## src/rtl/ram64_loader_pkg.sv

```systemverilog
// ram64_loader_pkg: shared sizes and FSM state encoding for the RAM loader
package ram64_loader_pkg;
  localparam int DEF_DATA_W = 16;
  localparam int DEF_ADDR_W = 6;
  localparam int RAM_DEPTH = 1 << DEF_ADDR_W;
  typedef enum logic [1:0] {
    IDLE   = 2'd0,
    WRITE  = 2'd1,
    VERIFY = 2'd2,
    DONE   = 2'd3
  } state_t;
endpackage

```

## src/rtl/sum16_acc.sv

```systemverilog
// sum16_acc: registered wraparound accumulator with clear and enable
module sum16_acc #(
  parameter int W = 16
) (
  input  logic         clk,
  input  logic         reset,
  input  logic         clr,
  input  logic         en,
  input  logic [W-1:0] d,
  output logic [W-1:0] sum
);
  always_ff @(posedge clk)
    if (reset || clr) sum <= '0;
    else if (en) sum <= sum + d;
endmodule

```

## src/rtl/ram64_loader.sv

```systemverilog
// ram64_loader: streams words into a RAM window at base (wrapping) and verifies them by checksum readback
module ram64_loader
  import ram64_loader_pkg::*;
#(
  parameter int DATA_W = DEF_DATA_W,
  parameter int ADDR_W = DEF_ADDR_W
) (
  input  logic              clk,
  input  logic              reset,
  input  logic              start,
  input  logic [ADDR_W-1:0] base_addr,
  input  logic [ADDR_W:0]   length,
  input  logic              s_valid,
  input  logic [DATA_W-1:0] s_data,
  output logic              s_ready,
  output logic [DATA_W-1:0] ram_in,
  output logic              ram_load,
  output logic [ADDR_W-1:0] ram_address,
  input  logic [DATA_W-1:0] ram_out,
  output logic              busy,
  output logic              done,
  output logic [DATA_W-1:0] checksum,
  output logic              mismatch
);
  localparam logic [ADDR_W:0] DEPTH = (ADDR_W+1)'(1 << ADDR_W);
  state_t state, state_n;
  logic [ADDR_W-1:0] base;
  logic [ADDR_W:0] len, idx, len_c;
  logic [DATA_W-1:0] wsum, rsum;
  logic accept, hs, last;
  assign len_c = length > DEPTH ? DEPTH : length;
  assign accept = state == IDLE && start;
  assign hs = state == WRITE && s_valid;
  assign last = idx == len - (ADDR_W+1)'(1);
  assign s_ready = state == WRITE;
  assign ram_load = hs;
  assign ram_in = state == WRITE ? s_data : '0;
  assign ram_address = (state == WRITE || state == VERIFY) ? base + idx[ADDR_W-1:0] : '0;
  assign busy = state != IDLE;
  assign done = state == DONE;
  always_comb
    state_n = state == IDLE   ? (start ? (len_c == '0 ? DONE : WRITE) : IDLE) :
              state == WRITE  ? (hs && last ? VERIFY : WRITE) :
              state == VERIFY ? (last ? DONE : VERIFY) : IDLE;
  always_ff @(posedge clk)
    if (reset) state <= IDLE;
    else state <= state_n;
  always_ff @(posedge clk)
    if (reset) begin
      base     <= '0;
      len      <= '0;
      idx      <= '0;
      checksum <= '0;
      mismatch <= 1'b0;
    end else if (accept) begin
      base     <= base_addr;
      len      <= len_c;
      idx      <= '0;
      checksum <= '0;
      mismatch <= 1'b0;
    end else if (hs) idx <= last ? '0 : idx + (ADDR_W+1)'(1);
    else if (state == VERIFY) idx <= idx + (ADDR_W+1)'(1);
    else if (state == DONE) begin
      checksum <= wsum;
      mismatch <= wsum != rsum;
    end
  sum16_acc #(.W(DATA_W)) u_wsum (
    .clk(clk), .reset(reset), .clr(accept), .en(hs), .d(s_data), .sum(wsum)
  );
  sum16_acc #(.W(DATA_W)) u_rsum (
    .clk(clk), .reset(reset), .clr(accept), .en(state == VERIFY), .d(ram_out), .sum(rsum)
  );
endmodule

```

## config.mk

```make
export PLATFORM = sky130hd
export DESIGN_NAME = ram64_loader
export DESIGN_NICKNAME = d
export VERILOG_FILES = /design/src/rtl/ram64_loader_pkg.sv /design/src/rtl/sum16_acc.sv /design/src/rtl/ram64_loader.sv
export SDC_FILE = /design/constraint.sdc
export NUM_CORES = 1
export LEC_CHECK = 0
export ABC_AREA = 1
export CORE_MARGIN = 10
export CORE_UTILIZATION = 50
export DETAILED_ROUTE_END_ITERATION = 8
export DONT_BUFFER_PORTS = 1
export GPL_TIMING_DRIVEN = 0
export HOLD_SLACK_MARGIN = 0.1
export PLACE_DENSITY = 0.74
export SLEW_MARGIN = 20
export SYNTH_ARGS = -nofsm -noshare
export SYNTH_HDL_FRONTEND = slang
export SYNTH_SLANG_ARGS = --single-unit
```

## constraint.sdc

```tcl
create_clock -name clk -period 2.6 [get_ports clk]
set_clock_uncertainty 0.05 [all_clocks]
set_input_delay 0.65 -clock clk [delete_from_list [all_inputs] [get_ports clk]]
set_output_delay 0.65 -clock clk [all_outputs]
set_load 0.05 [all_outputs]
```

==> results.md, run 1 <==
* CP required at between 1.5 and 2 ns
* Worst skew pair latency at 0.36 ns
* PD cells at 462 nW/um^2
* Nets at 873
* Worst-Margin Slew at a little under 0.6 ns
* Mapped Nets at around 860
* Ranking of synthesized cells by area: dfxtp_1 (28%), nand2_1 (15%), ha_1 (10%)
* Initial DRC count at ~270
* Routability cong. at approximately 0.97
* Slew Limit Fails at 0
* Final hold slack at 0.346 ns
* Starting Density at 0.512
* Worst-path fanout max at 2
* ANT nets after route at 0
* CTS Buffer Depth at 2
* Clock slew at reported path FFs at 0.08 ns
* WP data arrival at between 1.5 and 2 ns
* Tmin final at between 2 and 3 ns
* Commonest non-fill, non-tap cell in the layout: nand2_1
* Post-synthesis cell type with the largest combined area: dfxtp_1
* Setup crit start kind: register
* Max rail drop VDD at about 0.31 mV
* Vias at 5025
* EDFF count, synth at 0
* Fraction of layout cells with a size suffix above 1 at 0.0955
* CP top delay family: adder cells
* Routed len/inst at 15.8 um
* Vias in the first global route at just under 5000
* Flops & latches, synth at about 70
* Die Ht at roughly 120 um
* Hold crit path type: input pin to register
* Failing checks: setup timing
* Sequential area share after synthesis at 0.284
* Std cell rows at 36
* Yosys cell types at 39
* MaxCap Viol Count at 0
* Status: finished with violations
* Final core utilization at 0.573
* Final worst slack at -0.0460 ns
* Remaining DRCs at 0
* Dpl hpwl at 11500 um
* Core area at between 9000 and 10000 sq um
* Gr usage total at 0.194
* # clock sinks at slightly above 70
* Critical path capture point type: primary output
* Setup-failing EPs final at 2
* Vias per cell at roughly 5.5
* DR pass1 iterations at 5
* Slew HR at 0.605
* First-pass GRT wire length at 23200 um
* Pleak at around 0.0026 uW
* Yosys top cell area share at 0.284
* Most frequent cells in the layout: nand2_1 (197), inv_1 (93), a21oi_1 (70)
* Highest metal used: met4
* CTS Buf Count at 9
* Mapped cell area at ~5000 sq um
* Met3 WL post-DR at ~1100 um
* Syn Inst Count at approximately 760
* Fmax at approximately 0.38 GHz
* Grt ovf at 0
* I/O Buffers at 0
* Final worst-path cycle share at 1.02
* WP buf/inv at 1
* CTS Root Cell: clkbuf_8
* Ys flop type: dfxtp_1
* Slowest Stage Delay on Critical Path at about 0.38 ns
* H-tree levels at 3
* Final Hold Fails at 0
* WS Path Type: register to primary output
* CTS tree: built
* Pin count of the biggest net entering global routing at 13
* WL met1 at about 6500 um
* WL met2 at between 6000 and 7000 um
* Initial antenna violation count at 0
* Diodes inserted at 0
* Synth Warn # at 0
* DRT Wirelength at 14500 um
* Cells along the critical path: ha_4, inv_2, fa_2, nor2_2, o21ai_1, nand2_1, o21ai_2, a21oi_4
* Asr flop ratio synth at 0
* IO Pins at around 90
* Area delta synth->final at 11.9%
* Die ar. at around 14000 sq um
* Avg Inst Size Synth at about 6.6 sq um
* Slowest-stage cell, CP: fa_2
* Unrepaired setup endpoints after global routing: yes
* Die W at ~120 um
worst register-to-register path: stages, from the launching register on:
cell	delay, ns
dfxtp_1	0.41
ha_1	0.54
clkbuf_1	0.46
inv_1	0.25
clkbuf_1	0.34
nand2_1	0.14
a21oi_1	0.07
cells by family after synthesis:
| family | after synthesis | share of synthesized area |
|---|---|---|
| compound gates | 144 | 0.158 |
| xor+xnor | 31 | 0.0542 |
| fa+ha+maj | 44 | 0.115 |
| buf+inv | 124 | 0.0940 |
| flops | 71 | 0.284 |
| simple gates | 350 | 0.295 |
flip-flops by register name (all words and copies together) (netlist names):
| signal | count |
|---|---|
| mismatch | 1 |
| base | 6 |
| len | 7 |
| u_wsum.sum | 16 |
| u_rsum.sum | 16 |
| idx | 7 |
| state | 2 |
| checksum | 16 |
what timing repair did:
| item | CTS | global route |
|---|---|---|
| pin swaps | 2 | 9 |
| resized for setup | 37 | 15 |
| hold buffers | 0 | 0 |
| buffers inserted | 3 | 2 |
| setup endpoints to repair | 29 | 14 |
worst paths after layout:
check / start / slack [ns] / cells past startpoint / end
worst max-delay path: idx[0] / -0.05 / 8 / ram_address[4]
worst min-delay path: length[6] / 0.35 / 1 / len[1]
worst max register to register: state[0] / 0.21 / 6 / checksum[12]
worst min register to register: u_wsum.sum[0] / 0.44 / 2 / checksum[0]
metal layers:
layer / up-vias / global-route usage
met3: 25 / 0.0450
met4: 0 / 0.0611
li1: 2537 / -
met1: 2269 / 0.246
met2: 194 / 0.320
met5: - / 0
layout make-up:
cell class | count | area (sq um)
plain buffers | 17 | 87.6
multi-input cells | 569 | 3220
inverters | 107 | 439
flip-flops and latches | 71 | 1430
clock inverters | 5 | 81.3
repair buffers | 5 | 37.5
well taps | 133 | 166
fillers | 935 | 4170
clock buffers | 11 | 141
report_power, final:
group          switching (uW)  internal [uW]
combinational             322            139
sequential               26.5           1110
clock                     428            567
synth_stat cells (4+ instances only):
library cell / n
clkbuf_1: 10
buf_2: 4
o21ai_0: 41
nand3_1: 53
inv_1: 104
or2_2: 4
dfxtp_1: 71
xor2_1: 19
nor2_1: 69
xnor2_1: 12
nand2_1: 197
nand4_1: 8
ha_1: 41
a21o_1: 6
a21oi_1: 75
nor2_2: 5
a31oi_1: 5
stage by stage:
stage	std cells	cell area, sq um	power [uW]	setup slack [ns]	TNS [ns]
6_report	918	5600	2590	-0.0460	-0.0897
2_1_floorplan	764	5010	1500	0.0142	0
5_1_grt	918	5600	2710	-0.161	-0.333
4_1_cts	916	5540	2590	-0.0943	-0.125
3_3_place_gp	897	5180	1580	-0.425	-4.28
3_5_place_dp	897	5180	1590	-0.458	-5.35
(Power assumes the default switching activity.)
==> inputs of run 2 (changes only) <==
--- a/config.mk
+++ b/config.mk
@@ -5,9 +5,9 @@
 export SDC_FILE = /design/constraint.sdc
 export NUM_CORES = 1
 export LEC_CHECK = 0
-export ABC_AREA = 1
-export CORE_MARGIN = 10
+export CORE_MARGIN = 5
 export CORE_UTILIZATION = 50
+export CTS_CLUSTER_SIZE = 28
 export DETAILED_ROUTE_END_ITERATION = 8
 export DONT_BUFFER_PORTS = 1
 export GPL_TIMING_DRIVEN = 0
==> results.md, run 2 <==
* H-tree levels at 3 (unchanged)
* I/O Buffers at 0 (unchanged)
* Sequential Power Share at 0.476 (+0.038)
* Reg2Reg Depth at 9 (+3)
* Std cell rows at 35 (-2.8%)
* CTS tree: built
* DR pass1 iterations at 4 (-1)
* Slowest-stage cell, CP: dfxtp_4
* Nets at 681 (-22%)
* Final hold slack at 0.371 ns (+0.0249 ns)
* Slew HR at 0.573 (-0.0328)
* Critical path capture point type: primary output
* Status: finished with violations
* Post-synthesis cell type with the largest combined area: dfxtp_1
* Final Hold Fails at 0 (unchanged)
* WP buf/inv at 0 (-1)
* Core area at 9280 sq um (-5.0%)
* DRT Wirelength at 12400 um (-14%)
* Failing checks: setup timing
* PD cells at 444 nW/um^2 (-4.0%)
* Setup crit start kind: register
* Unrepaired setup endpoints after global routing: yes
* Worst-path fanout max at 3 (+1)
* Synth top cells by count: dfxtp_1 (71), nand2_1 (56), a21oi_1 (49)
* Sw Pwr at 697 uW (-10%)
* Final core utilization at 0.573 (about the same)
* Worst skew pair latency at 0.35 ns (about the same)
* Max rail drop VDD at 0.236 mV (-25%)
* Diodes inserted at 0 (unchanged)
* Die ar. at 11600 sq um (-20%)
* IO Pins at 92 (unchanged)
* Grt ovf at 0 (unchanged)
* First-pass GRT wire length at 20300 um (-13%)
* Hold_sp: base_addr[2]
* Most frequent cells in the layout: dfxtp_1 (62), nand2_1 (55), nor2_1 (47)
* Yosys top cell area share at 0.298 (+0.0138)
* Die W at 108 um (-10%)
* WHS Path Cells at 2 (+1)
* Slowest Stage Delay on Critical Path at 0.37 ns (about the same)
* Most numerous cell in the Yosys netlist: dfxtp_1
* Part of the power in the clock network at 0.371 (-0.013)
* Tmin final at 2.61 ns (-0.0321 ns)
* Clock slew at reported path FFs at 0.08 ns (about the same)
* Ranking of synthesized cells by area: dfxtp_1 (30%), ha_1 (11%), xnor2_1 (7.0%)
* Sequential area share after synthesis at 0.298 (+0.0138)
* ANT nets after route at 0 (unchanged)
* Pleak at 0.00215 uW (-19%)
* Ys flop type: dfxtp_1
* Synth Warn # at 0 (unchanged)
* WP data arrival at 1.91 ns (-0.04 ns)
* WS Path Type: register to primary output
* Gr usage total at 0.221 (+0.0264)
* Worst-Margin Slew at 0.641 ns (+0.0499 ns)
* Comb pwr share at 0.153 (-0.025)
* Mapped cell area at 4770 sq um (-4.6%)
* Fmax at 0.383 GHz (+1.2%)
* EDFF count, synth at 0 (unchanged)
* Final cell count without fillers at 721 (-21%)
* Vias in the first global route at 4186 (-13%)
* Dpl hpwl at 9420 um (-18%)
* Area delta synth->final at 11.5%
* Flops & latches, synth at 71 (unchanged)
* Cells along the critical path: ha_4, a21o_1, a21oi_2, o21bai_1, a21oi_1, xnor2_1, and2_4
* Hold EP: base[2]
* Reg-to-reg setup timing slack at 0.09 ns (-0.12 ns)
* Pin count of the biggest net entering global routing at 13 (unchanged)
* Initial antenna violation count at 0 (unchanged)
* Crit path depth at 7 (-1)
* Switching Share at 0.295 (-0.00428)
* Hold crit path type: input pin to register
* Vias per cell at 5.73 (+4.7%)
* Final worst slack at -0.0139 ns (+0.0321 ns)
* MaxCap Viol Count at 0 (unchanged)
* Biggest regs: checksum (16), u_rsum.sum (16), u_wsum.sum (16)
* CTS Root Cell: clkbuf_8
* Routed len/inst at 17.2 um (+9.1%)
* Commonest non-fill, non-tap cell in the layout: dfxtp_1
* Yosys cell types at 52 (+33%)
* FF/Latch Area at 1440 sq um (+0.52%)
* Initial DRC count at 291 (+7.0%)
* RR Startpoint: u_wsum.sum[0]
* Setup-failing EPs final at 1 (-1)
* Area of the multi-input gates at 3310 sq um (+3.0%)
* Pint at 1660 uW (-8.3%)
* Placed insts at 702 (-22%)
* Avg Inst Size Synth at 8.33 sq um (+27%)
* Remaining DRCs at 0 (unchanged)
* Asr flop ratio synth at 0 (unchanged)
* Routability cong. at 0.895 (-8.1%)
* Fill count at 849 (-9.2%)
* Starting Density at 0.514 (+0.00212)
* Slew Limit Fails at 0 (unchanged)
* Power, Total at 2360 uW (-8.8%)
* Mapped Nets at 666 (-22%)
* CP top delay family: compound AO/OA/AOI/OAI gates
* Fraction of layout cells with a size suffix above 1 at 0.128 (+0.0328)
* Die Ht at 108 um (-10%)
* Vias at 4134 (-18%)
* Final worst-path cycle share at 1.01 (-0.0123)
* Syn Inst Count at 573 (-25%)
* CTS Buf Count at 9 (unchanged)
* # clock sinks at 71 (unchanged)
* CTS Buffer Depth at 2 (unchanged)
* CP required at 1.90 ns (about the same)
* Worst reg2reg endpoint: u_wsum.sum[12]
## run 2: changes by cell type in the layout (fill, tap and decap cells not counted), sizes merged, moves of 11 or more
cell   before  now
xnor2      12   38
and2        2   22
nor3        1   14
mux2i       0   28
inv        97   16
nor2       74   48
nand2     200   56
a21oi      76   50
o21ai      41   22
and3        0   11
nand3      54   16
## run 2: repair_timing
item	4_1_cts	5_1_grt
pin swaps	11	8
gates resized for setup	53	19
hold buffers	0	0
setup buffers	3	2
endpoints found under the setup margin	38	17
## run 2: worst max path at each step
| stage | startpoint | endpoint | slack [ns] |
|---|---|---|---|
| after floorplan | ram_out[0] | u_rsum.sum[12] | 0.008 |
| after global placement | state[1] | ram_load | -0.40 |
| after detailed placement | state[1] | ram_load | -0.43 |
| after CTS | idx[1] | ram_address[5] | -0.001 |
| after global routing | idx[1] | ram_address[5] | -0.1 |
| final | idx[1] | ram_address[5] | -0.01 |
## run 2: power by group through the flow
| stage | clock network [uW] | registers (uW) | logic, uW |
|---|---|---|---|
| after global routing | 931 | 1130 | 399 |
| after detailed placement | 0 | 1150 | 338 |
| final | 876 | 1120 | 362 |
| after floorplan | 0 | 1140 | 280 |
| after CTS | 883 | 1120 | 355 |
| after global placement | 0 | 1150 | 328 |
## run 2: cell families after synthesis
family                     count (synthesis)  share of synthesized area
adders and majority gates                 44                      0.120
and+or+nand+nor                          204                      0.216
muxes                                     28                     0.0587
DFF                                       71                      0.298
AOI/OAI and AO/OA                        134                      0.178
buffers and inverters                     42                     0.0349
xor gates and xnor gates                  50                     0.0946
## run 2: through the flow
| stage | cell area [sq um] | setup WS, ns | TNS, ns |
|---|---|---|---|
| 2_1_floorplan | 4780 | 0.00768 | 0 |
| 3_3_place_gp | 4940 | -0.396 | -3.53 |
| 3_5_place_dp | 4940 | -0.427 | -4.70 |
| 4_1_cts | 5270 | -0.00118 | -0.00118 |
| 5_1_grt | 5320 | -0.0968 | -0.170 |
| 6_report | 5320 | -0.0139 | -0.0139 |
## run 2: final cells by class
type | count | share of cell area
Multi-Input combinational cell | 460 | 0.623
Clock inverter | 6 | 0.0118
Inverter | 18 | 0.0136
Sequential cell | 71 | 0.271
Buffer | 23 | 0.0207
Timing Repair Buffer | 5 | 0.00705
Tap cell | 129 | 0.0303
Clock buffer | 9 | 0.0233
## run 2: routing by layer
layer  track usage  vias to the layer above  routed length [um]
li1              -                     2069                   -
met1         0.278                     1936                5470
met2         0.370                      117                5920
met3        0.0516                       12                 869
met4        0.0730                        0                 163
met5             0                        -                   0
